`src/rtl/hazard_scoreboard_if.sv`:
```
// Decode-side bundle between the decode stage and the hazard scoreboard.
// The master drives the decode fields; the slave answers with stall/forward.
interface hazard_scoreboard_if #(
    parameter int STAGES = 3,
    parameter int ADDR_W = 5,
    parameter int LAT_W  = 2
);
    logic              d_valid;
    logic [ADDR_W-1:0] d_rs;
    logic [ADDR_W-1:0] d_rt;
    logic              d_rs_req;
    logic              d_rt_req;
    logic [LAT_W-1:0]  d_rs_use;
    logic [LAT_W-1:0]  d_rt_use;
    logic [ADDR_W-1:0] d_dst;
    logic [LAT_W-1:0]  d_dst_ready;
    logic              ext_stall;
    logic              flush;
    logic              stall;
    logic [LAT_W-1:0]  rs_fwd;
    logic [LAT_W-1:0]  rt_fwd;
    logic [LAT_W-1:0]  inflight;
    logic [31:0]       stall_count;

    modport master (
        output d_valid, d_rs, d_rt, d_rs_req, d_rt_req,
        output d_rs_use, d_rt_use, d_dst, d_dst_ready,
        output ext_stall, flush,
        input  stall, rs_fwd, rt_fwd, inflight, stall_count
    );

    modport slave (
        input  d_valid, d_rs, d_rt, d_rs_req, d_rt_req,
        input  d_rs_use, d_rt_use, d_dst, d_dst_ready,
        input  ext_stall, flush,
        output stall, rs_fwd, rt_fwd, inflight, stall_count
    );
endinterface

```
`src/rtl/hazard_scoreboard.sv`:
```
// Register hazard scoreboard for the post-decode pipe (stages 1..STAGES).
// Optional macro SCOREBOARD_FWD_EN enables bypass forwarding.
module hazard_scoreboard #(
    parameter int STAGES = 3,
    parameter int ADDR_W = 5,
    parameter int LAT_W  = 2
) (
    input  logic               clk,
    input  logic               reset,
    hazard_scoreboard_if.slave sb
);

    logic [STAGES:1]              v_q, v_d;
    logic [STAGES:1][ADDR_W-1:0]  dst_q, dst_d;
    logic [STAGES:1][LAT_W-1:0]   rdy_q, rdy_d;
    logic [LAT_W-1:0]             cnt_q, cnt_d;
    logic [31:0]                  sc_q, sc_d;

    logic             rs_hit, rt_hit;
    logic [LAT_W-1:0] rs_k, rt_k;
    logic [LAT_W-1:0] rs_rdy, rt_rdy;
    logic             stall_rs, stall_rt;
    logic             stall;
    logic [LAT_W-1:0] rs_fwd, rt_fwd;

    // Find the youngest (lowest stage) in-flight producer of each source.
    always_comb begin
        rs_hit = 1'b0;
        rs_k   = '0;
        rs_rdy = '0;
        rt_hit = 1'b0;
        rt_k   = '0;
        rt_rdy = '0;
        for (int k = STAGES; k >= 1; k--) begin
            if (v_q[k] && sb.d_rs_req && (sb.d_rs != '0) &&
                (dst_q[k] == sb.d_rs)) begin
                rs_hit = 1'b1;
                rs_k   = LAT_W'(k);
                rs_rdy = rdy_q[k];
            end
            if (v_q[k] && sb.d_rt_req && (sb.d_rt != '0) &&
                (dst_q[k] == sb.d_rt)) begin
                rt_hit = 1'b1;
                rt_k   = LAT_W'(k);
                rt_rdy = rdy_q[k];
            end
        end
    end

`ifdef SCOREBOARD_FWD_EN
    // Result is usable once its ready stage is no later than the consumer's.
    logic [LAT_W:0] rs_need, rt_need;

    assign rs_need  = {1'b0, rs_k} + {1'b0, sb.d_rs_use};
    assign rt_need  = {1'b0, rt_k} + {1'b0, sb.d_rt_use};
    assign stall_rs = rs_hit && ({1'b0, rs_rdy} > rs_need);
    assign stall_rt = rt_hit && ({1'b0, rt_rdy} > rt_need);
    assign rs_fwd   = (rs_hit && !stall_rs) ? rs_k : '0;
    assign rt_fwd   = (rt_hit && !stall_rt) ? rt_k : '0;
`else
    // Without bypass, wait until the producer reaches the write-through stage.
    logic unused_fwd;

    assign stall_rs   = rs_hit && (rs_k != LAT_W'(STAGES));
    assign stall_rt   = rt_hit && (rt_k != LAT_W'(STAGES));
    assign rs_fwd     = '0;
    assign rt_fwd     = '0;
    assign unused_fwd = ^{rs_rdy, rt_rdy, sb.d_rs_use, sb.d_rt_use};
`endif

    assign stall = sb.d_valid && (stall_rs || stall_rt) && !sb.flush;

    // Next state: flush beats freeze, freeze beats shift/insert.
    always_comb begin
        v_d   = v_q;
        dst_d = dst_q;
        rdy_d = rdy_q;
        sc_d  = sc_q;
        if (stall && !sb.ext_stall && (sc_q != '1)) begin
            sc_d = sc_q + 32'd1;
        end
        if (sb.flush) begin
            v_d = '0;
        end else if (!sb.ext_stall) begin
            for (int k = STAGES; k >= 2; k--) begin
                v_d[k]   = v_q[k-1];
                dst_d[k] = dst_q[k-1];
                rdy_d[k] = rdy_q[k-1];
            end
            v_d[1]   = sb.d_valid && !stall && (sb.d_dst != '0);
            dst_d[1] = sb.d_dst;
            rdy_d[1] = sb.d_dst_ready;
        end
        cnt_d = '0;
        for (int k = 1; k <= STAGES; k++) begin
            cnt_d = cnt_d + LAT_W'(v_d[k]);
        end
    end

    // State registers with synchronous active-low reset.
    always_ff @(posedge clk) begin
        if (!reset) begin
            v_q   <= '0;
            dst_q <= '0;
            rdy_q <= '0;
            cnt_q <= '0;
            sc_q  <= '0;
        end else begin
            v_q   <= v_d;
            dst_q <= dst_d;
            rdy_q <= rdy_d;
            cnt_q <= cnt_d;
            sc_q  <= sc_d;
        end
    end

    assign sb.stall       = stall;
    assign sb.rs_fwd      = rs_fwd;
    assign sb.rt_fwd      = rt_fwd;
    assign sb.inflight    = cnt_q;
    assign sb.stall_count = sc_q;

endmodule

```
`src/flat_wrapper.sv`:
```
// flat-port wrapper written by rule: the top's interface ports become plain ports
module hazard_scoreboard_flat 
#(
    parameter int STAGES = 3,
    parameter int ADDR_W = 5,
    parameter int LAT_W  = 2
)
  (clk, reset, sb_d_valid, sb_d_rs, sb_d_rt, sb_d_rs_req, sb_d_rt_req, sb_d_rs_use, sb_d_rt_use, sb_d_dst, sb_d_dst_ready, sb_ext_stall, sb_flush, sb_stall, sb_rs_fwd, sb_rt_fwd, sb_inflight, sb_stall_count);
  hazard_scoreboard_if #(.STAGES(STAGES), .ADDR_W(ADDR_W), .LAT_W(LAT_W)) sb_i ();
  input  logic clk;
  input  logic reset;
  input wire logic [$bits(sb_i.d_valid)-1:0] sb_d_valid;
  input wire logic [$bits(sb_i.d_rs)-1:0] sb_d_rs;
  input wire logic [$bits(sb_i.d_rt)-1:0] sb_d_rt;
  input wire logic [$bits(sb_i.d_rs_req)-1:0] sb_d_rs_req;
  input wire logic [$bits(sb_i.d_rt_req)-1:0] sb_d_rt_req;
  input wire logic [$bits(sb_i.d_rs_use)-1:0] sb_d_rs_use;
  input wire logic [$bits(sb_i.d_rt_use)-1:0] sb_d_rt_use;
  input wire logic [$bits(sb_i.d_dst)-1:0] sb_d_dst;
  input wire logic [$bits(sb_i.d_dst_ready)-1:0] sb_d_dst_ready;
  input wire logic [$bits(sb_i.ext_stall)-1:0] sb_ext_stall;
  input wire logic [$bits(sb_i.flush)-1:0] sb_flush;
  output wire logic [$bits(sb_i.stall)-1:0] sb_stall;
  output wire logic [$bits(sb_i.rs_fwd)-1:0] sb_rs_fwd;
  output wire logic [$bits(sb_i.rt_fwd)-1:0] sb_rt_fwd;
  output wire logic [$bits(sb_i.inflight)-1:0] sb_inflight;
  output wire logic [$bits(sb_i.stall_count)-1:0] sb_stall_count;
  assign sb_i.d_valid = sb_d_valid;
  assign sb_i.d_rs = sb_d_rs;
  assign sb_i.d_rt = sb_d_rt;
  assign sb_i.d_rs_req = sb_d_rs_req;
  assign sb_i.d_rt_req = sb_d_rt_req;
  assign sb_i.d_rs_use = sb_d_rs_use;
  assign sb_i.d_rt_use = sb_d_rt_use;
  assign sb_i.d_dst = sb_d_dst;
  assign sb_i.d_dst_ready = sb_d_dst_ready;
  assign sb_i.ext_stall = sb_ext_stall;
  assign sb_i.flush = sb_flush;
  assign sb_stall = sb_i.stall;
  assign sb_rs_fwd = sb_i.rs_fwd;
  assign sb_rt_fwd = sb_i.rt_fwd;
  assign sb_inflight = sb_i.inflight;
  assign sb_stall_count = sb_i.stall_count;
  hazard_scoreboard #(.STAGES(STAGES), .ADDR_W(ADDR_W), .LAT_W(LAT_W)) u_core (.clk(clk), .reset(reset), .sb(sb_i));
endmodule
```
`config.mk`:
```
export PLATFORM = sky130hd
export DESIGN_NAME = hazard_scoreboard_flat
export DESIGN_NICKNAME = d
export VERILOG_FILES = /design/src/rtl/hazard_scoreboard_if.sv /design/src/rtl/hazard_scoreboard.sv /design/src/flat_wrapper.sv
export SDC_FILE = /design/constraint.sdc
export NUM_CORES = 1
export LEC_CHECK = 0
export ABC_AREA = 1
export BUFFER_PORTS_ARGS = -buffer_cell sky130_fd_sc_hd__buf_4
export CORE_MARGIN = 3
export CORE_UTILIZATION = 54
export DETAILED_ROUTE_END_ITERATION = 7
export PLACE_DENSITY = 0.79
export SYNTH_ARGS = -nofsm -noshare
export SYNTH_HDL_FRONTEND = slang
export SYNTH_SLANG_ARGS = --single-unit
```
`constraint.sdc`:
```
create_clock -name clk -period 2.25 [get_ports clk]
set_input_delay 0.5625 -clock clk [delete_from_list [all_inputs] [get_ports clk]]
set_output_delay 0.5625 -clock clk [all_outputs]
set_load 0.05 [all_outputs]
```
---- After elaboration in Yosys (flattened, before gate mapping) ----
Index checks and enable logic that the tools add are counted.
storage, ports and cells
  register bits after elaboration ......... 52
  input bits .............................. 28
  output and inout bits ................... 39
  word-level logic and storage cells ...... 68
cells by class
  $add $sub $neg .......................... 3
  equal/unequal tests ..................... 9
  muxes and demuxes ....................... 14
  bitwise operators ....................... 2
  reduce and logical (&&, ||, !) cells .... 34
operators with widths
  cell                                                              count
  32-bit by 1-bit adder with 32-bit output (second input constant)  1
  32-bit inequality test (second input constant)                    1
  5-bit equality test                                               6
  1-bit logical AND                                                 26
  5-bit nonzero test                                                3
  2-bit two-way mux                                                 6
  1-bit two-way mux                                                 6
  3-bit two-way mux                                                 2
  2-bit inequality test (second input constant)                     2
  1-bit zero test                                                   3
  1-bit by 1-bit adder with 2-bit output                            1
  2-bit by 1-bit adder with 2-bit output                            1
  1-bit NOT                                                         2
  2-bit AND reduction                                               1
  1-bit logical OR                                                  1

---- Logic depth before layout (Yosys ltp) ----
  depth in word-level cells ............... 18
  mapped depth ............................ 14
  mapped depth without buffers ............ 14

---- Worst setup path after synthesis ----
OpenSTA, ideal clock, no wires.
  path kind ............................... flip-flop to flip-flop
  start ................................... reg u_core.sc_q[0] (netlist: u_core.sb.stall_count[0])
  end ..................................... reg u_core.sc_q[0] (netlist: u_core.sb.stall_count[0])
  setup time .............................. 0.069 ns
  arrival ................................. 2.089 ns
  required time ........................... 2.181 ns
  slack ................................... 0.092 ns
  stages on the path, launching flop included .. 11
  buffers on the path ..................... 1
  period minus slack after synthesis ...... 2.158 ns
  cell sequence ........................... dfxtp_1 > ha_1 > nand2_1 > nor2_2 > nand2_2 > nor2_4 > nand2_2 > nand4_4 > buf_8 > nand2_1 > a21oi_2
between the ends
  cells in the longest elaborated chain, start to end .. 2
  elaborated cells between the ends (all ways) .. 3
  classes of those cells .................. add/sub (1); eq/ne (1); reduce/logical (1)
ends and longest elaborated chain
  what                                                                              line                      RTL
  start, declared                                                                   hazard_scoreboard.sv:17   logic [31:0] sc_q, sc_d;
  start signal, assigned                                                            hazard_scoreboard.sv:107  sc_q <= '0;
  start signal, assigned                                                            hazard_scoreboard.sv:113  sc_q <= sc_d;
  branches (longest 2 deep; another with 32-bit by 1-bit adder with 32-bit output)  -
Several ways; the timed one is not identified.
A chain may end at the register's enable or synchronous reset.

---- Worst setup path in the final report ----
  start ................................... reg u_core.dst_q[8] (netlist bit)
  end ..................................... out sb_stall
between the ends
  cells in the longest elaborated chain, start to end .. 9
  elaborated cells between the ends (all ways) .. 19
  classes of those cells .................. eq/ne (4); mux (8); reduce/logical (7)
ends and longest elaborated chain
  what                                               line                                              RTL
  start, declared                                    hazard_scoreboard.sv:14                           logic [STAGES:1][ADDR_W-1:0] dst_q, dst_d;
  start signal, assigned                             hazard_scoreboard.sv:110                          dst_q <= dst_d;
  5-bit equality test (on tied branches)             hazard_scoreboard.sv:36, hazard_scoreboard.sv:42
  1-bit logical AND (on tied branches)               hazard_scoreboard.sv:35, hazard_scoreboard.sv:41
  2-bit two-way mux (on tied branches) (2 in a row)  hazard_scoreboard.sv:35, hazard_scoreboard.sv:41
  2-bit inequality test (on tied branches)           hazard_scoreboard.sv:64, hazard_scoreboard.sv:65
  1-bit logical AND (on tied branches)               hazard_scoreboard.sv:64, hazard_scoreboard.sv:65
  1-bit logical OR *                                 hazard_scoreboard.sv:71                           assign stall = sb.d_valid && (stall_rs || stall_rt) && !sb.flush;
  1-bit logical AND * (2 in a row)                   hazard_scoreboard.sv:71
  end, declared                                      flat_wrapper.sv:23                                output wire logic [$bits(sb_i.stall)-1:0] sb_stall;
Mark *: on every way between the ends. The rest lies on a longest branch, timed or not.

==> impl_metrics.ini <==
[outcome]
status = finished, final reports clean

[placed_design]
hpwlAfterDp_microns = 6530
place_ws_ns = 0.00382
place.gp.congestion = 0.936
port_buffers = 56

[grt]
grt_start_max_net_pins = 33
grt_overflow = 0
grt_pass1_wl_microns = 14100
grt_pass1_vias = 2942
grt_usage_pct = 27.4
antenna_found_initial = 0

[route]
totalWireLength_microns = 8510
vias = 3189
wl_per_cell_microns = 13.9
ant_nets = 0
drc = 0
vias_per_cell = 5.19
drt_iter0_markers = 162
dr.pass1.iters = 5

[die]
die_x_microns = 81.1
die_area_sq_um = 6570
io-pin-count = 67
rows = 26
core_area_sq_um = 5270
initial_core_util_pct = 57.7
die_h_microns = 81.1

[clock_network]
clk_pin_slew_ns = 0.09
numCtsBuffers = 5
cts_tree = built
ctsHoldBuffers = 0
cts_buffer_depth = 2
cts_sinks = 47
insertion_delay_ns = 0.30
cts_root_buf = clkbuf_8
htreeDepth = 2

[yosys]
seq_area_frac_synth_pct = 30.9
postSynthAreaPerCell_sq_um = 6.28
synth_cells = 484
ys_seq_elements = 47
yosysUniqueCellTypes = 31
syn_area_sq_um = 3040
yosys_warnings = 0

[critical_path]
worstSetupEndpointType = output pin
critPathMaxFanout = 4
crit_required_ns = 1.69
startpoint_type = register
criticalPathCategory = reg2out
crit_arrival_ns = 1.56

[sta]
final.period_utilization_pct = 94.4
finalHoldViolCount = 0
rsz0062_at_grt = false
worst_clock_skew_ns = 0.00468
fin_crit_ns = 2.12
slew_viol_final = 0
tns_ns = 0
fin_ws_ns = 0.126
setup_viol = 0
fmax_mhz = 471

[power_and_ir_drop]
pwr-share-seq_pct = 55.4
ir_drop_v = 0.000284
cellPowerDensity_nw_per_um2 = 423
share_comb_of_total_power_pct = 10.4
leakagePower_uw = 0.00163
swShare_pct = 26.1
internal_power_uw = 1150
p_sw_uw = 405
clkPwrFrac_pct = 34.1

[worst_hold_path]
min_path_type = in2reg

[run]
cap_violations = 0

[final_layout]
area_growth_pct = 20.7
fin_nets = 574
final_cell_mix = nand2_1 (180), buf_4 (66), nor2_1 (49), dfxtp_1 (40), inv_1 (39)
fillers = 520
final_common_cell = nand2_1
drive_gt1_share_pct = 20.6
antenna_cells = 0
[per-stage QoR]
stage               util [%]  area, sq um  std cells  hold WS [ns]  total power, uW
CTS                     69.0         3640        613         0.494             1550
global placement        67.4         3550        606         0.492             1030
global route            69.7         3670        614         0.532             1610
detailed placement      67.4         3550        606         0.503             1030
finish                  69.7         3670        614         0.492             1550
floorplan                  -         3050        487         0.471              978
[power by group through the flow]
| stage | clock network [uW] | logic (uW) | registers [uW] |
|---|---|---|---|
| after global placement | 0 | 152 | 877 |
| after detailed placement | 0 | 156 | 878 |
| after global routing | 569 | 180 | 862 |
| after CTS | 533 | 157 | 859 |
| final | 530 | 162 | 860 |
| after floorplan | 0 | 101 | 877 |
[area by class of cell]
type	count	area, sq um	share of cell area, %
multi-input combinational	374	1820	49.5
inverter	47	176	4.81
sequential	47	952	25.9
tap	70	87.6	2.39
clock buffer	6	82.6	2.25
timing repair buffer	69	551	15.0
clock inverter	1	5.00	0.136
[registers in the layout, indices dropped and copies added (netlist names)]
register / cells
u_core.sb.inflight: 2
u_core.v_q: 3
u_core.sb.stall_count: 32
u_core.dst_q: 10
[repair_timing]
action                     in CTS  in global routing
setup endpoints to repair       0                  1
setup buffers                   0                  1
gates resized for setup         0                 15
[synthesized netlist by cell type]
library cell / number / area, sq um
nand2_2: 3 / 18.8
nand4_4: 1 / 21.3
inv_1: 41 / 154
buf_8: 3 / 45.0
xnor2_1: 9 / 78.8
nand4_1: 5 / 31.3
nor2_1: 50 / 188
xor2_1: 21 / 184
nand2_1: 182 / 683
nor4_1: 3 / 18.8
nor3_2: 1 / 10.0
o21ai_0: 10 / 50.1
nor2_2: 3 / 18.8
a21oi_1: 32 / 160
a21oi_2: 9 / 78.8
o21a_1: 1 / 7.51
fa_1: 1 / 20.0
ha_1: 1 / 12.5
clkbuf_1: 7 / 26.3
nor2_4: 1 / 11.3
buf_2: 5 / 25.0
clkinv_1: 1 / 3.75
buf_4: 4 / 30.0
nor3_1: 16 / 80.1
conb_1: 1 / 3.75
inv_2: 5 / 18.8
a22oi_1: 1 / 7.51
nand3_1: 18 / 90.1
nor3_4: 1 / 16.3
dfxtp_1: 47 / 941
nand3b_1: 1 / 7.51
[kinds of logic (layout without fill, tap and decap cells)]
logic type / count (synthesis) / in the layout / share of synthesized area (%)
simple gates: 285 / 285 / 39.3
buf+inv: 66 / 123 / 9.95
compound gates: 53 / 53 / 10.0
flops: 47 / 47 / 30.9
xor+xnor: 30 / 30 / 8.64
fa+ha+maj: 2 / 2 / 1.07
other cells: 1 / 4 / 0.123
[routing by layer]
metal | GRT usage [%] | vias up | share of wire [%]
li1 | - | 1621 | -
met5 | 0 | - | 0
met4 | 4.73 | 0 | 0.72
met1 | 38.2 | 1472 | 48
met3 | 4.21 | 8 | 5.7
met2 | 45.3 | 88 | 46
[path summary, 6_finish.rpt]
check / from / endpoint / slack (ns) / cells past startpoint
worst min-delay path: sb_d_dst[4] / u_core.dst_q[4]$_SDFFE_PN0P_ / 0.49 / 3
worst max register to register: u_core.dst_q[8]$_SDFFE_PN0P_ / u_core.sb.inflight[0]$_SDFF_PN0_ / 0.25 / 14
worst min register to register: u_core.dst_q[0]$_SDFFE_PN0P_ / u_core.dst_q[0]$_SDFFE_PN0P_ / 0.51 / 2
worst max-delay path: u_core.dst_q[8]$_SDFFE_PN0P_ / sb_stall / 0.13 / 11
[critical path: stages (launching register included)]
cell and delay (ns):
dfxtp_1 0.41, inv_2 0.05, nand2_1 0.05, nand2_1 0.05, nor2_1 0.11, nand3_1 0.08, nand2_1 0.07, nand2_1 0.06
nand2_2 0.09, nand2_2 0.06, inv_2 0.07, buf_8 0.14
Note: power is estimated with default switching activity, not from simulation.
